==> config.mk <==
export PLATFORM = sky130hd
export DESIGN_NAME = time_base_gen
export DESIGN_NICKNAME = d
export VERILOG_FILES = /design/src/rtl/time_pkg.sv /design/src/rtl/tb_prescaler.sv /design/src/rtl/time_base_gen.sv
export SDC_FILE = /design/constraint.sdc
export NUM_CORES = 1
export LEC_CHECK = 0
export ABC_AREA = 1
export CORE_MARGIN = 10
export CORE_UTILIZATION = 64
export DETAILED_ROUTE_END_ITERATION = 6
export DONT_BUFFER_PORTS = 1
export HOLD_SLACK_MARGIN = 0.12
export MAX_ROUTING_LAYER = met4
export PLACE_DENSITY = 0.9
export SKIP_CTS_REPAIR_TIMING = 1
export SLEW_MARGIN = 20
export SYNTH_ARGS = -nofsm -noshare
export SYNTH_HDL_FRONTEND = slang
export SYNTH_SLANG_ARGS = --single-unit
export TNS_END_PERCENT = 50
==> constraint.sdc <==
create_clock -name clk -period 2 [get_ports clk]
set_clock_uncertainty 0.2 [all_clocks]
set_input_delay 0.2 -clock clk [delete_from_list [all_inputs] [get_ports clk]]
set_output_delay 0.2 -clock clk [all_outputs]
set_load 0.01 [all_outputs]
==> src/rtl/time_pkg.sv <==
// Shared field widths, limits and helpers for the world-clock time base.
// Holds the 24 h counter limits plus the step and 12 h view functions.
package time_pkg;

    localparam int SEC_W  = 6;
    localparam int MIN_W  = 6;
    localparam int HOUR_W = 5;

    localparam logic [SEC_W-1:0]  SEC_MAX     = 6'd59;
    localparam logic [MIN_W-1:0]  MIN_MAX     = 6'd59;
    localparam logic [HOUR_W-1:0] HOUR_MAX    = 5'd23;
    localparam logic [HOUR_W-1:0] HOUR12_NOON = 5'd12;

    typedef struct packed {
        logic [HOUR_W-1:0] hour;
        logic [MIN_W-1:0]  min;
        logic [SEC_W-1:0]  sec;
    } time_t;

    // Which single update wins this cycle, highest priority first.
    typedef enum logic [2:0] {
        UPD_HOLD,
        UPD_LOAD,
        UPD_ADJ_MIN,
        UPD_ADJ_HOUR,
        UPD_TICK
    } upd_t;

    function automatic logic [MIN_W-1:0] step_min(input logic [MIN_W-1:0] v,
                                                  input logic dec);
        if (dec) begin
            return (v == '0) ? MIN_MAX : v - 6'd1;
        end
        return (v >= MIN_MAX) ? 6'd0 : v + 6'd1;
    endfunction

    function automatic logic [HOUR_W-1:0] step_hour(input logic [HOUR_W-1:0] v,
                                                    input logic dec);
        if (dec) begin
            return (v == '0) ? HOUR_MAX : v - 5'd1;
        end
        return (v >= HOUR_MAX) ? 5'd0 : v + 5'd1;
    endfunction

    function automatic logic [HOUR_W-1:0] to_12h(input logic [HOUR_W-1:0] h);
        if (h == '0 || h == HOUR12_NOON) begin
            return HOUR12_NOON;
        end
        if (h > HOUR12_NOON) begin
            return h - HOUR12_NOON;
        end
        return h;
    endfunction

endpackage

==> src/rtl/tb_prescaler.sv <==
// Clock prescaler for the time base: counts 0..CLK_DIV-1 while enabled.
// wrap_p marks the cycle the count sits on its last value; clr forces the count to 0.
module tb_prescaler #(
    parameter int CLK_DIV = 1000,
    parameter int DIV_W   = 10
) (
    input  logic clk,
    input  logic rst,
    input  logic en,
    input  logic clr,
    output logic wrap_p
);

    localparam logic [DIV_W-1:0] LAST = DIV_W'(CLK_DIV - 1);

    logic [DIV_W-1:0] count_q;
    logic [DIV_W-1:0] count_d;

    // clr wins over counting so a load always restarts a full second.
    always_comb begin
        count_d = count_q;
        if (clr) begin
            count_d = '0;
        end else if (en) begin
            count_d = (count_q == LAST) ? '0 : count_q + DIV_W'(1);
        end
    end

    always_ff @(posedge clk or posedge rst) begin
        if (rst) begin
            count_q <= '0;
        end else begin
            count_q <= count_d;
        end
    end

    assign wrap_p = en && (count_q == LAST);

endmodule

==> src/rtl/time_base_gen.sv <==
// 24 h time base with pause, adjust, load, 12/24 h display view and strobes.
// Optional alarm compiled in with `define TIME_BASE_GEN_ALARM_EN.
module time_base_gen
    import time_pkg::*;
#(
    parameter int CLK_DIV = 1000,
    parameter int DIV_W   = 10
) (
    input  logic              clk,
    input  logic              rst,
    input  logic              tick_en,
    input  logic              adj_min_p,
    input  logic              adj_hour_p,
    input  logic              adj_dec,
    input  logic              load,
    input  logic [SEC_W-1:0]  ld_sec,
    input  logic [MIN_W-1:0]  ld_min,
    input  logic [HOUR_W-1:0] ld_hour,
    input  logic              mode_12h,
`ifdef TIME_BASE_GEN_ALARM_EN
    input  logic [HOUR_W-1:0] al_hour,
    input  logic [MIN_W-1:0]  al_min,
    input  logic              al_arm,
    input  logic              al_ack,
    output logic              alarm_active,
`endif
    output logic [SEC_W-1:0]  sec,
    output logic [MIN_W-1:0]  min,
    output logic [HOUR_W-1:0] hour,
    output logic [HOUR_W-1:0] disp_hour,
    output logic              pm,
    output logic              sec_tick,
    output logic              day_wrap
);

    logic  wrap_p;
    upd_t  upd;
    time_t time_q;
    time_t time_d;
    logic  sec_tick_q;
    logic  day_wrap_q;
    logic  day_wrap_d;

    tb_prescaler #(
        .CLK_DIV (CLK_DIV),
        .DIV_W   (DIV_W)
    ) u_prescaler (
        .clk    (clk),
        .rst    (rst),
        .en     (tick_en),
        .clr    (load),
        .wrap_p (wrap_p)
    );

    // A tick that collides with load/adjust is swallowed here, but sec_tick
    // below still follows wrap_p so downstream sees a steady 1 Hz strobe.
    always_comb begin
        if (load) begin
            upd = UPD_LOAD;
        end else if (adj_min_p) begin
            upd = UPD_ADJ_MIN;
        end else if (adj_hour_p) begin
            upd = UPD_ADJ_HOUR;
        end else if (wrap_p) begin
            upd = UPD_TICK;
        end else begin
            upd = UPD_HOLD;
        end
    end

    always_comb begin
        time_d     = time_q;
        day_wrap_d = 1'b0;
        case (upd)
            UPD_LOAD: begin
                time_d.sec  = (ld_sec  > SEC_MAX)  ? '0 : ld_sec;
                time_d.min  = (ld_min  > MIN_MAX)  ? '0 : ld_min;
                time_d.hour = (ld_hour > HOUR_MAX) ? '0 : ld_hour;
            end
            UPD_ADJ_MIN: begin
                time_d.min = step_min(time_q.min, adj_dec);
            end
            UPD_ADJ_HOUR: begin
                time_d.hour = step_hour(time_q.hour, adj_dec);
            end
            UPD_TICK: begin
                if (time_q.sec >= SEC_MAX) begin
                    time_d.sec = '0;
                    if (time_q.min >= MIN_MAX) begin
                        time_d.min  = '0;
                        time_d.hour = step_hour(time_q.hour, 1'b0);
                        day_wrap_d  = (time_q.hour >= HOUR_MAX);
                    end else begin
                        time_d.min = time_q.min + 6'd1;
                    end
                end else begin
                    time_d.sec = time_q.sec + 6'd1;
                end
            end
            default: begin
                time_d = time_q;
            end
        endcase
    end

    always_ff @(posedge clk or posedge rst) begin
        if (rst) begin
            time_q     <= '0;
            sec_tick_q <= 1'b0;
            day_wrap_q <= 1'b0;
        end else begin
            time_q     <= time_d;
            sec_tick_q <= wrap_p;
            day_wrap_q <= day_wrap_d;
        end
    end

`ifdef TIME_BASE_GEN_ALARM_EN
    logic alarm_q;
    logic alarm_d;
    logic al_hit;

    // Only a real tick can fire the alarm; clearing beats setting.
    always_comb begin
        al_hit  = (upd == UPD_TICK) && al_arm &&
                  (time_d.hour == al_hour) && (time_d.min == al_min) &&
                  (time_d.sec == '0);
        alarm_d = alarm_q | al_hit;
        if (al_ack || !al_arm) begin
            alarm_d = 1'b0;
        end
    end

    always_ff @(posedge clk or posedge rst) begin
        if (rst) begin
            alarm_q <= 1'b0;
        end else begin
            alarm_q <= alarm_d;
        end
    end

    assign alarm_active = alarm_q;
`endif

    assign sec       = time_q.sec;
    assign min       = time_q.min;
    assign hour      = time_q.hour;
    assign sec_tick  = sec_tick_q;
    assign day_wrap  = day_wrap_q;
    assign pm        = (time_q.hour >= HOUR12_NOON);
    assign disp_hour = mode_12h ? to_12h(time_q.hour) : time_q.hour;

endmodule

==> out/metrics.yaml <==
outcome:
  status: "finished with violations"
  violations: "negative setup slack"
pwr:
  power.switching_mw: 0.757
  power_density_mw_per_mm2: 628
  p_leak_nw: 1.70
  ir_drop_mv: 0.684
  clkPwrFrac_pct: 31.0
  p_total_mw: 2.09
  p_int_mw: 1.33
  seqPwrFrac_pct: 33.1
  swShare_pct: 36.2
  comb_power_share_pct: 36.0
route:
  detail-route-antenna-nets: 0
  remaining_drc_errors: 0
  drt_iter0_drc: 277
  via_count: 3117
  wirelength_mm: 8.54
  wl_per_cell_um: 16.5
  dr.pass1.iters: 7
  vias_per_cell: 6.04
logic_synthesis:
  synth_most_common_cell: "nand2_1"
  async_reset_ff_share_pct: 100
  ys.flop_type: "dfrtp_1"
  synth_area_leader_cell: "dfrtp_1"
  yosysSeqAreaShare_pct: 27.2
  synth_top_area_share_pct: 27.2
  syn_area_mm2: 0.00267
  synth_edf_count: 0
  syn-num-nets: 450
  synth_commonest_cells: "nand2_1, nand3_1, inv_1, nor2_1, dfrtp_1"
  synth-seq-cells: 29
  ys_warn_count: 0
  synth_cells: 415
  synth_area_leaders: "dfrtp_1, nand2_1, nand3_1"
  syn_avg_cell_area_um2: 6.43
  synth_cell_types: 38
layout:
  final_core_util_pct: 82.5
  final_net_count: 500
  nFillCells: 251
  layoutNonFillerInstCount: 516
  drive_gt1_share_pct: 21.0
  diodes: 0
  area_growth_pct: 24.6
floorplan:
  die_width_um: 84.6
  top_level_ports: 50
  start_util_pct: 66.2
  coreArea_mm2: 0.00403
  dieArea_mm2: 0.00715
  die_h_um: 84.6
  fp-row-count: 23
place:
  gp_congestion: 0.932
  place_inst: 483
  io_buffers: 0
  dp_hpwl_mm: 5.43
critical_path:
  crit_path_end_kind: "output pin"
  critPathArrivalTime_ps: 1600
  cp_data_required_time_ps: 1600
  worstPathMaxFanout: 5
  reg2regPathDepth: 9
  critPathKind: "flop to output pin"
  worstSetupStartpointType: "flop"
clocking:
  cts_root_buf: "clkbuf_8"
  clkSinkCount: 29
  cts_htree_levels: 2
  cts_tree: "built"
  clock_path_buffers: 2
  cts_buffers: 5
  path_clk_slew_ps: 70
  clock_latency_ps: 290
sta:
  fmax_mhz: 500
  whs_ps: 59.2
  period_needed_ps: 2000
  setup_viol: 1
  tightest_slew_ps: 588
  fin_ws_ps: -1.11
  rsz0062_at_grt: "yes"
  fin_crit_sh_pct: 100
  maxSlewHeadroom_pct: 60.5
  final_hold_viol_count: 0
  drv_slew: 0
hold_path:
  worstHoldPathType: "input port to flop"
  min_path_cells: 6
global_routing:
  grt_pass1_wl_mm: 12.5
  grt_max_degree: 30
  grt_antenna_before_repair: 0
  gr-total-overflow: 0
  grt_pass1_vias: 2764
  grt_usage_pct: 20.9
job:
  maxCapViolations: 0
-- worst max-delay path, cell delays in order, from the launching register on --
cell and delay [ps]:
dfrtp_2 450, ha_2 220, nand3_2 90, inv_2 50
o21ai_2 180, inv_2 90, a31oi_4 150, o21ai_2 90
-- stage by stage --
stage	setup TNS (ps)	setup WS (ps)	area, um2
2_1_floorplan	0	33.2	2670
3_3_place_gp	0	87.5	2880
3_5_place_dp	0	59.6	2880
4_1_cts	-763	-235	3000
5_1_grt	-264	-90.6	3320
6_report	-1.11	-1.11	3320
-- power groups by stage --
stage	Sequential, mW	Combinational, mW	Clock [mW]
floorplan	0.708	0.422	0
global placement	0.694	0.610	0
detailed placement	0.695	0.624	0
CTS	0.686	0.636	0.642
global route	0.698	0.828	0.680
finish	0.691	0.751	0.647
-- sequential cells by signal, indices dropped and copies added (netlist names) --
signal	flops
sec_tick	1
u_prescaler.count_q	10
day_wrap	1
sec	6
hour	5
min	6
-- cell type report --
| type | count | area (um2) | area share [%] |
|---|---|---|---|
| clock buffers | 6 | 82.6 | 2.48 |
| repair buffers | 50 | 410 | 12.3 |
| flip-flops and latches | 29 | 728 | 21.9 |
| multi-input cells | 322 | 1790 | 53.8 |
| clock inverters | 2 | 37.5 | 1.13 |
| well taps | 50 | 62.6 | 1.88 |
| inverters | 57 | 214 | 6.44 |
-- per-layer routing --
metal / wire, um / global-route usage (%) / share of wire, %
met4: 259 / 6.29 / 3.0
met2: 4060 / 34.0 / 48
met3: 952 / 5.70 / 11
met1: 3260 / 24.5 / 38
met5: 0 / - / 0
-- worst paths after layout --
kind	endpoint	from	slack, ps
setup / recovery	disp_hour[3]	hour[3]	-1
hold / removal	min[2]	ld_min[2]	60
setup reg to reg	u_prescaler.count_q[3]	u_prescaler.count_q[0]	30
hold reg to reg	u_prescaler.count_q[1]	u_prescaler.count_q[1]	340
max in group asynchronous	min[0]	rst	1060
min in group asynchronous	sec[3]	rst	240
-- cell families after synthesis --
logic type               Yosys count  synth area share, %
AO/OA/AOI/OAI                     35                 7.08
XOR/XNOR                           9                 2.96
adder cells (fa/ha/maj)           10                 4.69
buffers and inverters             65                 9.57
flip-flops                        29                 27.2
AND/OR/NAND/NOR                  267                 48.5
-- cell usage in the layout (no fill, tap or decap), drive strengths merged --
| cell type | instances |
|---|---|
| or2 | 4 |
| a31oi | 2 |
| inv | 55 |
| clkinv | 2 |
| nand2 | 117 |
| xnor2 | 1 |
| nor2 | 59 |
| o21ai | 19 |
| buf | 36 |
| ha | 10 |
| nand3b | 5 |
| nor3 | 3 |
| nand4 | 12 |
| nand3 | 61 |
| dlygate4sd3 | 14 |
| o211ai | 1 |
| nor3b | 6 |
| xor2 | 8 |
| o31ai | 1 |
| bufinv | 1 |
| a21oi | 10 |
| o32ai | 1 |
| nor4 | 1 |
| a211oi | 1 |
| clkbuf | 6 |
| dfrtp | 29 |
| clkinvlp | 1 |
No activity file was read; power rests on OpenSTA's default activity.
